$ cat src/rtl/sd_cmd_engine.sv
`default_nettype none
// ============================================================================
// Module      : sd_cmd_engine
// Description : SD-host CMD-line engine. Serialises a 48-bit command frame
//               {0,1,index,argument,CRC7,1} onto the CMD pin. It then
//               optionally waits, with a timeout, for a 48-bit or 136-bit
//               response, checks it, and reports results through a
//               two-acknowledge handshake.
// Revision    : 1.0 - initial release
// ----------------------------------------------------------------------------
// Configuration macro: CMD_CRC_CHECK_EN
//   defined   : receive-path CRC7 is computed and compared in CHECK
//   undefined : crc_error reflects only the response end bit
// ----------------------------------------------------------------------------
// Ports:
//   clock, reset          system clock, synchronous active-high reset
//   new_command           start request (sampled only in IDLE)
//   cmd_index/argument    command fields, latched in LOAD
//   resp_type             00 none, 01 short, 10 long (136b), 11 short no CRC
//   timeout_enable        abort response wait after TIMEOUT_TICKS bit ticks
//   cmd_pin_in            sampled CMD line
//   cmd_pin_out, cmd_oe   CMD line drive value and output enable
//   busy                  high outside IDLE
//   response              received frame, right-aligned
//   response_ready, no_response, crc_error, command_complete  status flags
//   ack_response, ack_command_complete  clear the matching status flag
// ============================================================================
module sd_cmd_engine #(
  parameter int CLK_DIV       = 2,
  parameter int TIMEOUT_TICKS = 64,
  parameter int TO_W          = 8
) (
  input  logic         clock,
  input  logic         reset,
  input  logic         new_command,
  input  logic [5:0]   cmd_index,
  input  logic [31:0]  cmd_argument,
  input  logic [1:0]   resp_type,
  input  logic         timeout_enable,
  input  logic         cmd_pin_in,
  output logic         cmd_pin_out,
  output logic         cmd_oe,
  output logic         busy,
  output logic [135:0] response,
  output logic         response_ready,
  output logic         no_response,
  output logic         crc_error,
  output logic         command_complete,
  input  logic         ack_response,
  input  logic         ack_command_complete
);

  localparam int DIV_W = $clog2(CLK_DIV);

  typedef enum logic [2:0] {
    IDLE      = 3'd0,
    LOAD      = 3'd1,
    SEND      = 3'd2,
    WAIT_RESP = 3'd3,
    RECV      = 3'd4,
    CHECK     = 3'd5,
    DONE      = 3'd6
  } state_t;

  state_t           state, state_next;
  logic [DIV_W-1:0] div_cnt;
  logic             tick;
  logic [47:0]      frame;
  logic [5:0]       tx_cnt;
  logic [7:0]       rx_cnt;
  logic [7:0]       rx_last;
  logic [TO_W-1:0]  to_cnt;
  logic [1:0]       rtype;
  logic             timeout_hit;
  logic [6:0]       tx_crc;

  // One CRC7 step, polynomial x^7 + x^3 + 1, MSB first.
  function automatic logic [6:0] crc7_step(input logic [6:0] crc, input logic b);
    logic fb;
    fb = b ^ crc[6];
    return {crc[5:0], 1'b0} ^ {3'b000, fb, 2'b00, fb};
  endfunction

  function automatic logic [6:0] crc7_40(input logic [39:0] d);
    logic [6:0] c;
    c = '0;
    for (int i = 39; i >= 0; i--) c = crc7_step(c, d[i]);
    return c;
  endfunction

  assign tx_crc      = crc7_40({2'b01, cmd_index, cmd_argument});
  assign tick        = (div_cnt == DIV_W'(CLK_DIV - 1));
  assign rx_last     = (rtype == 2'b10) ? 8'd135 : 8'd47;
  assign timeout_hit = timeout_enable && (to_cnt == TO_W'(TIMEOUT_TICKS - 1));

`ifdef CMD_CRC_CHECK_EN
  logic [6:0] crc_rx;
  logic       crc_window;
  // rx_cnt is the index of the arriving bit (start bit = 0). Short frames
  // cover bits 0..39 (frame [47:8]); long frames cover 8..127 (frame [127:8]).
  // The start bit of a short frame is a 0 into a zero CRC, so skipping it
  // leaves the result unchanged.
  assign crc_window = (rtype == 2'b10) ? (rx_cnt >= 8'd8 && rx_cnt <= 8'd127)
                                       : (rx_cnt <= 8'd39);
`endif

  always_ff @(posedge clock) begin
    if (reset) state <= IDLE;
    else       state <= state_next;
  end

  always_comb begin
    state_next  = state;
    cmd_oe      = 1'b0;
    cmd_pin_out = 1'b1;
    busy        = (state != IDLE);
    case (state)
      IDLE:      if (new_command) state_next = LOAD;
      LOAD:      state_next = SEND;
      SEND: begin
        cmd_oe      = 1'b1;
        cmd_pin_out = frame[47];
        if (tick && tx_cnt == 6'd47)
          state_next = (rtype == 2'b00) ? DONE : WAIT_RESP;
      end
      WAIT_RESP: begin
        if (tick) begin
          if (!cmd_pin_in)      state_next = RECV;
          else if (timeout_hit) state_next = DONE;
        end
      end
      RECV:      if (tick && rx_cnt == rx_last) state_next = CHECK;
      CHECK:     state_next = DONE;
      DONE: begin
        // Leave once command_complete is (being) cleared and response_ready
        // is either already clear or being acknowledged this cycle.
        if ((ack_command_complete || !command_complete) &&
            (ack_response || !response_ready))
          state_next = IDLE;
      end
      default:   state_next = IDLE;
    endcase
  end

  always_ff @(posedge clock) begin
    if (reset) begin
      div_cnt          <= '0;
      frame            <= '1;
      tx_cnt           <= '0;
      rx_cnt           <= '0;
      to_cnt           <= '0;
      rtype            <= 2'b00;
      response         <= '0;
      response_ready   <= 1'b0;
      no_response      <= 1'b0;
      crc_error        <= 1'b0;
      command_complete <= 1'b0;
`ifdef CMD_CRC_CHECK_EN
      crc_rx           <= '0;
`endif
    end else begin
      if (state == SEND || state == WAIT_RESP || state == RECV)
        div_cnt <= tick ? '0 : div_cnt + 1'b1;
      else
        div_cnt <= '0;

      case (state)
        LOAD: begin
          frame       <= {2'b01, cmd_index, cmd_argument, tx_crc, 1'b1};
          tx_cnt      <= '0;
          rx_cnt      <= '0;
          to_cnt      <= '0;
          rtype       <= resp_type;
          response    <= '0;
          no_response <= 1'b0;
          crc_error   <= 1'b0;
`ifdef CMD_CRC_CHECK_EN
          crc_rx      <= '0;
`endif
        end
        SEND: begin
          if (tick) begin
            frame  <= {frame[46:0], 1'b1};
            tx_cnt <= tx_cnt + 1'b1;
          end
        end
        WAIT_RESP: begin
          if (tick) begin
            if (!cmd_pin_in) begin
              response <= {response[134:0], 1'b0};
              rx_cnt   <= 8'd1;
            end else if (timeout_enable) begin
              to_cnt <= to_cnt + 1'b1;
              if (timeout_hit) no_response <= 1'b1;
            end
          end
        end
        RECV: begin
          if (tick) begin
            response <= {response[134:0], cmd_pin_in};
            rx_cnt   <= rx_cnt + 1'b1;
`ifdef CMD_CRC_CHECK_EN
            if (crc_window) crc_rx <= crc7_step(crc_rx, cmd_pin_in);
`endif
          end
        end
        CHECK: begin
`ifdef CMD_CRC_CHECK_EN
          if (rtype == 2'b11) crc_error <= ~response[0];
          else                crc_error <= ~response[0] | (crc_rx != response[7:1]);
`else
          crc_error <= ~response[0];
`endif
        end
        default: ;
      endcase

      if (state == CHECK)    response_ready <= 1'b1;
      else if (ack_response) response_ready <= 1'b0;

      if (state != DONE && state_next == DONE) command_complete <= 1'b1;
      else if (ack_command_complete)           command_complete <= 1'b0;
    end
  end

endmodule
`default_nettype wire

$ cat config.mk
export PLATFORM = sky130hd
export DESIGN_NAME = sd_cmd_engine
export DESIGN_NICKNAME = d
export VERILOG_FILES = /design/src/rtl/sd_cmd_engine.sv
export SDC_FILE = /design/constraint.sdc
export NUM_CORES = 1
export LEC_CHECK = 0
export CORE_MARGIN = 10
export CORE_UTILIZATION = 52
export DETAILED_ROUTE_END_ITERATION = 10
export GPL_ROUTABILITY_DRIVEN = 0
export PLACE_DENSITY = 0.92
export REMOVE_ABC_BUFFERS = 1
export SETUP_SLACK_MARGIN = 0.05
export SYNTH_ARGS = -nofsm -noshare
export SYNTH_HDL_FRONTEND = slang
export SYNTH_SLANG_ARGS = --single-unit
$ cat constraint.sdc
create_clock -name clock -period 4.65 [get_ports clock]
set_input_delay 1.395 -clock clock [delete_from_list [all_inputs] [get_ports clock]]
set_output_delay 1.395 -clock clock [all_outputs]
set_load 0.05 [all_outputs]
==> impl_metrics.yaml, run 1 <==
detailed_routing:
  dr_total_vias: 8414
  detailedRoute.firstIterationViolations: 647
  wl_per_cell_um: 16.2
  total_iterations_of_the_first_detailed_routing_run: 6
  routed_wirelength_mm: 24.7
  drc: 0
  route.detailed.vias_per_inst: 5.50
  route.antenna.remaining_nets: 0
clock_tree:
  cts-buffers-inserted: 23
  cts_tree: "done"
  clock_insertion_delay_worst_skew_ns: 0.50
  cts.repair_timing.setup_buffer_count: 0
  cts.sinks: 215
  clkSlewWorstSetupHoldPaths_ns: 0.06
  cts_resized: 0
  hold_buffers: 0
  clockBufferDepth: 3
  ctsHtreeMaxLevel: 1
  clock-root-buffer: "sky130_fd_sc_hd__clkbuf_16"
worst_hold_path:
  min_delay_path_depth: 2
  whs_endpoint: "response[57]"
  worstHoldPathType: "reg -> reg"
  worstHoldStart: "response[56]"
global_route:
  grt_pass1_vias: 7931
  pin_count_of_the_biggest_net_entering_global_routing: 136
  grtUsageMet2_pct: 32.7
  grt_first_pass_wirelength_mm: 39.7
  gr-usage-met3_pct: 5.11
  gr-usage-met1_pct: 23.6
  grt_usage_pct: 19.4
  gr-total-overflow: 0
  busiest_layer: "met2"
  initial_antenna_violation_count: 0
placed_design:
  dpl_cell_area_um2: 11200
  post-place-ws_ns: 0.366
  hpwlAfterDp_mm: 16.5
  numPortBuffers: 189
setup_path:
  crit_slowest_cell: "sky130_fd_sc_hd__clkdlybuf4s50_1"
  critical_path.cell_chain: "inv_1 > nand2_1 > clkdlybuf4s50_1"
  worst_path_largest_cell_delay_ns: 0.83
  worst_path_arrival_ns: 2.38
  end_kind: "primary output"
  worst_r2r_path_depth: 10
  ff2ff_setup_slack_ns: 1.48
  critical_path.reg2reg.startpoint: "state[2]"
  required_ns: 3.25
  critical_path_class: "reg -> out"
  critical_path.max_fanout: 17
  rr_endpoint: "frame[22]"
  critPathLaunchType: "register"
synthesis:
  seq_area_frac_synth_pct: 46.6
  main_area_contributors_after_synthesis: "sky130_fd_sc_hd__dfxtp_1, sky130_fd_sc_hd__nand3_1, sky130_fd_sc_hd__nand2_1, sky130_fd_sc_hd__a21oi_1, sky130_fd_sc_hd__xnor2_1"
  async_flop_share_pct: 0
  mean_post_synth_cell_area_um2: 7.97
  ys_ff_latch: 215
  netlist_area_um2: 9240
  netlist_instances: 1160
  synth_cell_types: 42
  area_leader_netlist: "sky130_fd_sc_hd__dfxtp_1"
  synth_top_cell_area_share_pct: 46.6
  synth_edf_count: 0
  synthesis.yosys.warnings: 0
  top_ff_cell_synth: "sky130_fd_sc_hd__dfxtp_1"
floorplan:
  die-width_um: 153
  core_area_um2: 17400
  row_count: 48
  io-pin-count: 190
  initial_utilization_pct: 53.3
  chip_height_um: 153
  die-area_um2: 23500
sta:
  finalWorstSetupSlack_ns: 0.877
  timing.max_slew.rel_slack_pct: 42.5
  number_of_pins_with_negative_max_slew_slack_in_the_final_report: 0
  fin_tns_setup_ns: 0
  period_needed_ns: 3.77
  fin_worst_skew_ns: 0.0133
  timing_worst_slew_pin_value_ns: 0.863
  setup-violations-final: 0
  fmaxAchievable_mhz: 265
  period_share_pct: 81.1
  final-hold-violation-count: 0
  grt_setup_unrepaired: "no"
finish:
  final.fill_count: 1334
  areaGrowthSynthToFinish_pct: 29.6
  design_area_um2: 12000
  design.final.nets: 1341
  layout-drive-gt1-share_pct: 4.60
  diodes: 0
pwr:
  p_per_area_nw_per_um2: 376
  power.ir.vdd_worst_mv: 0.324
  leakage_nw: 4.10
flow_run:
  maxCapViolations: 0
run_status:
  status: "finished, final reports clean"
==> metal layers <==
layer,vias up,routed length [µm]
met4,0,665
met3,44,1940
li1,4163,-
met2,284,12000
met1,3923,10100
met5,-,0
==> critical path: cells and delay by family (launching register included) <==
family,cells,cell delay (ns)
buffers and inverters,2,1.10
flip-flops,1,0.65
AND/OR/NAND/NOR,1,0.12
==> worst max path at each step <==
stage	depth (start not counted)	start	slack, ns	end
floorplan	5	cmd_pin_in	-5.09	response[0]
detailed placement	8	cmd_index[2]	0.37	frame[4]
CTS	8	cmd_index[2]	0.89	frame[4]
global route	3	state[2]	0.76	busy
finish	3	state[2]	0.88	busy
global placement	8	cmd_index[2]	0.42	frame[1]
==> cells by family after synthesis <==
group / share of synthesized area [%]
adders and majority gates: 0.406
DFF: 46.6
and+or+nand+nor: 26.0
muxes: 0.108
AOI/OAI and AO/OA: 12.8
xor gates and xnor gates: 10.2
buffers and inverters: 4.02
==> Yosys cell counts (all sizes together) (2+ instances only) <==
library cell    n
o211ai          3
nand2b         43
nor4            2
xnor3          10
ha              3
and3            6
nand3         182
xor2           26
a21oi         156
inv             7
nand2         241
clkbuf         75
a31o            2
a21o            2
nand3b          2
nor3            7
xnor2          52
or3             2
nand4           6
buf            17
nor2           32
nor3b           2
dfxtp         215
a211oi          4
o21ai          50
nor2b           2
==> flip-flops by register name (all words and copies together) (netlist names) <==
name,cells
rtype,2
crc_error,1
response,136
tx_cnt,6
frame,47
command_complete,1
div_cnt,1
response_ready,1
to_cnt,8
no_response,1
rx_cnt,8
state,3
==> power by group <==
| group | internal [mW] | leakage, nW | total [mW] | switching [mW] |
|---|---|---|---|---|
| clock network | 1.12 | 0.376 | 1.84 | 0.725 |
| logic | 0.367 | 1.99 | 0.754 | 0.387 |
| registers | 1.88 | 1.74 | 1.90 | 0.0235 |
==> cells in the final DEF (no fill, tap or decap), types with 4 or more instances in the layout <==
| cell type | netlist | routed |
|---|---|---|
| sky130_fd_sc_hd__nand2b_1 | 43 | 43 |
| sky130_fd_sc_hd__dfxtp_1 | 215 | 215 |
| sky130_fd_sc_hd__clkbuf_1 | 75 | 4 |
| sky130_fd_sc_hd__inv_1 | 6 | 6 |
| sky130_fd_sc_hd__nand3_1 | 182 | 182 |
| sky130_fd_sc_hd__a21oi_1 | 156 | 156 |
| sky130_fd_sc_hd__a211oi_1 | 4 | 4 |
| sky130_fd_sc_hd__nor3_1 | 7 | 7 |
| sky130_fd_sc_hd__xnor3_1 | 7 | 7 |
| sky130_fd_sc_hd__clkinv_2 | 0 | 5 |
| sky130_fd_sc_hd__xnor2_1 | 51 | 51 |
| sky130_fd_sc_hd__nand2_1 | 241 | 239 |
| sky130_fd_sc_hd__buf_4 | 0 | 7 |
| sky130_fd_sc_hd__nand4_1 | 6 | 6 |
| sky130_fd_sc_hd__o21ai_0 | 49 | 48 |
| sky130_fd_sc_hd__xor2_1 | 25 | 25 |
| sky130_fd_sc_hd__clkbuf_16 | 0 | 23 |
| sky130_fd_sc_hd__and3_1 | 6 | 6 |
| sky130_fd_sc_hd__nor2_1 | 32 | 32 |
| sky130_fd_sc_hd__clkdlybuf4s50_1 | 0 | 186 |
| sky130_fd_sc_hd__buf_12 | 0 | 5 |
==> stage by stage <==
stage	hold slack [ns]	util [%]	total power, mW	std cells
CTS	0.467	69.0	4.53	1530
finish	0.467	69.0	4.50	1530
floorplan	0.424	-	2.51	1068
detailed placement	0.458	64.7	2.70	1491
global route	0.484	69.0	4.65	1530
global placement	0.450	64.7	2.67	1491
==> cell type report <==
| cell class | instances | area (µm²) | share of cell area (%) |
|---|---|---|---|
| clock buffers | 30 | 632 | 5.28 |
| clock inverters | 9 | 124 | 1.03 |
| inverters | 7 | 26.3 | 0.219 |
| multi-input cells | 846 | 4600 | 38.4 |
| flip-flops and latches | 215 | 4300 | 35.9 |
| well taps | 225 | 282 | 2.35 |
| repair buffers | 198 | 2010 | 16.8 |
Power figures use the tool's default switching activity.
==> run 2, diff against run 1 <==
- CORE_UTILIZATION: 52 -> 51
- PLACE_DENSITY: 0.92 -> 0.91
- clock period: 4.65 -> 3.95 ns (I/O delays scaled with it)
==> impl_metrics.yaml, run 2 (synthesis gave the netlist of run 1 again) <==
pwr:
  intPower_mw: 3.82
  p_switching_mw: 1.34
  power.ir.vdd_worst_mv: 0.347
  pwr-share-clk_pct: 38.9
  leakage_nw: 4.09
  sw_ratio_pct: 25.9
  combinationalPowerShare_pct: 17.7
  power_frac_seq_pct: 43.4
  p_per_area_nw_per_um2: 432
worst_hold_path:
  worstHoldPathType: "reg -> reg"
sta:
  fmaxAchievable_mhz: 281
  finalWorstSetupSlack_ns: 0.388
  fin_worst_skew_ns: 0.0159
  grt_setup_unrepaired: "no"
  period_needed_ns: 3.56
  worst_slack_on_hold_paths_ns: 0.459
  timing_worst_slew_pin_value_ns: 0.829
  timing.max_slew.rel_slack_pct: 44.7
  final-hold-violation-count: 0
  period_share_pct: 90.2
  number_of_pins_with_negative_max_slew_slack_in_the_final_report: 0
  setup-violations-final: 0
setup_path:
  worst_path_arrival_ns: 2.38
  end_kind: "primary output"
  required_ns: 2.76
  critical_path_class: "reg -> out"
  critPathLaunchType: "register"
  critical_path.max_fanout: 17
finish:
  mostFrequentLayoutCell: "sky130_fd_sc_hd__nand2_1"
  largest_register_ff_count: 136
  final.fill_count: 1399
  final-seq-area_um2: 4300
  design_area_um2: 12000
  largest_register_by_flop_count: "response"
  largest_registers: "response: 136 flops, frame: 47 flops"
  layout_common_cells: "sky130_fd_sc_hd__nand2_1, sky130_fd_sc_hd__dfxtp_1, sky130_fd_sc_hd__clkdlybuf4s50_1"
  multi_input_comb_area_um2: 4600
  design.final.nets: 1345
  layout-drive-gt1-share_pct: 4.51
  areaGrowthSynthToFinish_pct: 29.4
  diodes: 0
floorplan:
  die-width_um: 155
  row_count: 49
  chip_height_um: 155
  die-area_um2: 23900
  initial_utilization_pct: 51.6
  io-pin-count: 190
  core_area_um2: 17900
detailed_routing:
  route.detailed.vias_per_inst: 5.58
  route.antenna.remaining_nets: 0
  dr_total_vias: 8572
  detailedRoute.firstIterationViolations: 573
  wl_per_cell_um: 16.4
  total_iterations_of_the_first_detailed_routing_run: 5
  drc: 0
  routed_wirelength_mm: 25.2
clock_tree:
  cts.sinks: 215
  clkSlewWorstSetupHoldPaths_ns: 0.06
  clock-root-buffer: "sky130_fd_sc_hd__clkbuf_16"
  ctsHtreeMaxLevel: 1
  cts.repair_timing.setup_buffer_count: 0
  cts-buffers-inserted: 23
  clockBufferDepth: 3
  hold_buffers: 0
  cts_resized: 0
  clock_insertion_delay_worst_skew_ns: 0.51
  cts_tree: "done"
placed_design:
  post-place-ws_ns: 0.0146
  hpwlAfterDp_mm: 17.1
  dpl_cell_area_um2: 11300
  numPortBuffers: 189
global_route:
  gr-total-overflow: 0
  grt_first_pass_wirelength_mm: 40.5
  grt_usage_pct: 19.7
  initial_antenna_violation_count: 0
  grt_pass1_vias: 8211
  pin_count_of_the_biggest_net_entering_global_routing: 137
flow_run:
  maxCapViolations: 0
run_status:
  status: "finished, final reports clean"
==> run 2: critical path, stage by stage, from the launching register on <==
cell and delay (ns):
sky130_fd_sc_hd__dfxtp_1 0.65, sky130_fd_sc_hd__inv_1 0.28, sky130_fd_sc_hd__nand2_1 0.13, sky130_fd_sc_hd__clkdlybuf4s50_1 0.81
==> run 2: cell type report <==
cell class                      instances  area share [%]
Clock buffer                           33            5.30
Sequential cell                       215            36.0
Clock inverter                          5           0.450
Inverter                                7           0.220
Timing Repair Buffer                  202            17.2
Multi-Input combinational cell        846            38.4
Tap cell                              229            2.40
==> run 2: final timing paths <==
| kind | startpoint | to | slack, ns | depth (start not counted) |
|---|---|---|---|---|
| worst min-delay path | frame[46] | frame[46] | 0.46 | 2 |
| worst min register to register | frame[46] | frame[46] | 0.46 | 2 |
| worst max-delay path | state[2] | busy | 0.39 | 3 |
| worst max register to register | state[2] | frame[40] | 0.95 | 9 |
==> run 2: per-layer routing <==
metal,vias to the layer above,GRT usage (%),wire length [µm]
met1,4058,22.9,10100
met5,-,0,0
met4,0,7.47,808
li1,4169,-,-
met2,287,34.5,12600
met3,58,4.44,1680
==> run 2: power groups by stage <==
stage          logic, mW  registers [mW]  clock network [mW]
2_1_floorplan      0.670            2.28                   0
3_3_place_gp       0.861            2.28                   0
3_5_place_dp       0.908            2.29                   0
4_1_cts            0.913            2.24                2.04
5_1_grt            0.984            2.24                2.13
6_report           0.913            2.24                2.01
==> run 2: through the flow <==
stage               utilization (%)  std cells  setup TNS, ns  power [mW]
floorplan                         -       1068        -787.36        2.95
global placement               63.0       1499              0        3.14
detailed placement             63.0       1499              0        3.19
CTS                            66.8       1537              0        5.19
global route                   66.8       1537              0        5.36
finish                         66.8       1537              0        5.16
==> run 3, diff against run 2 <==
- SLEW_MARGIN: default -> 15
==> results of run 3 <==
Final layout, timing and power as in run 2 (identical DEF).
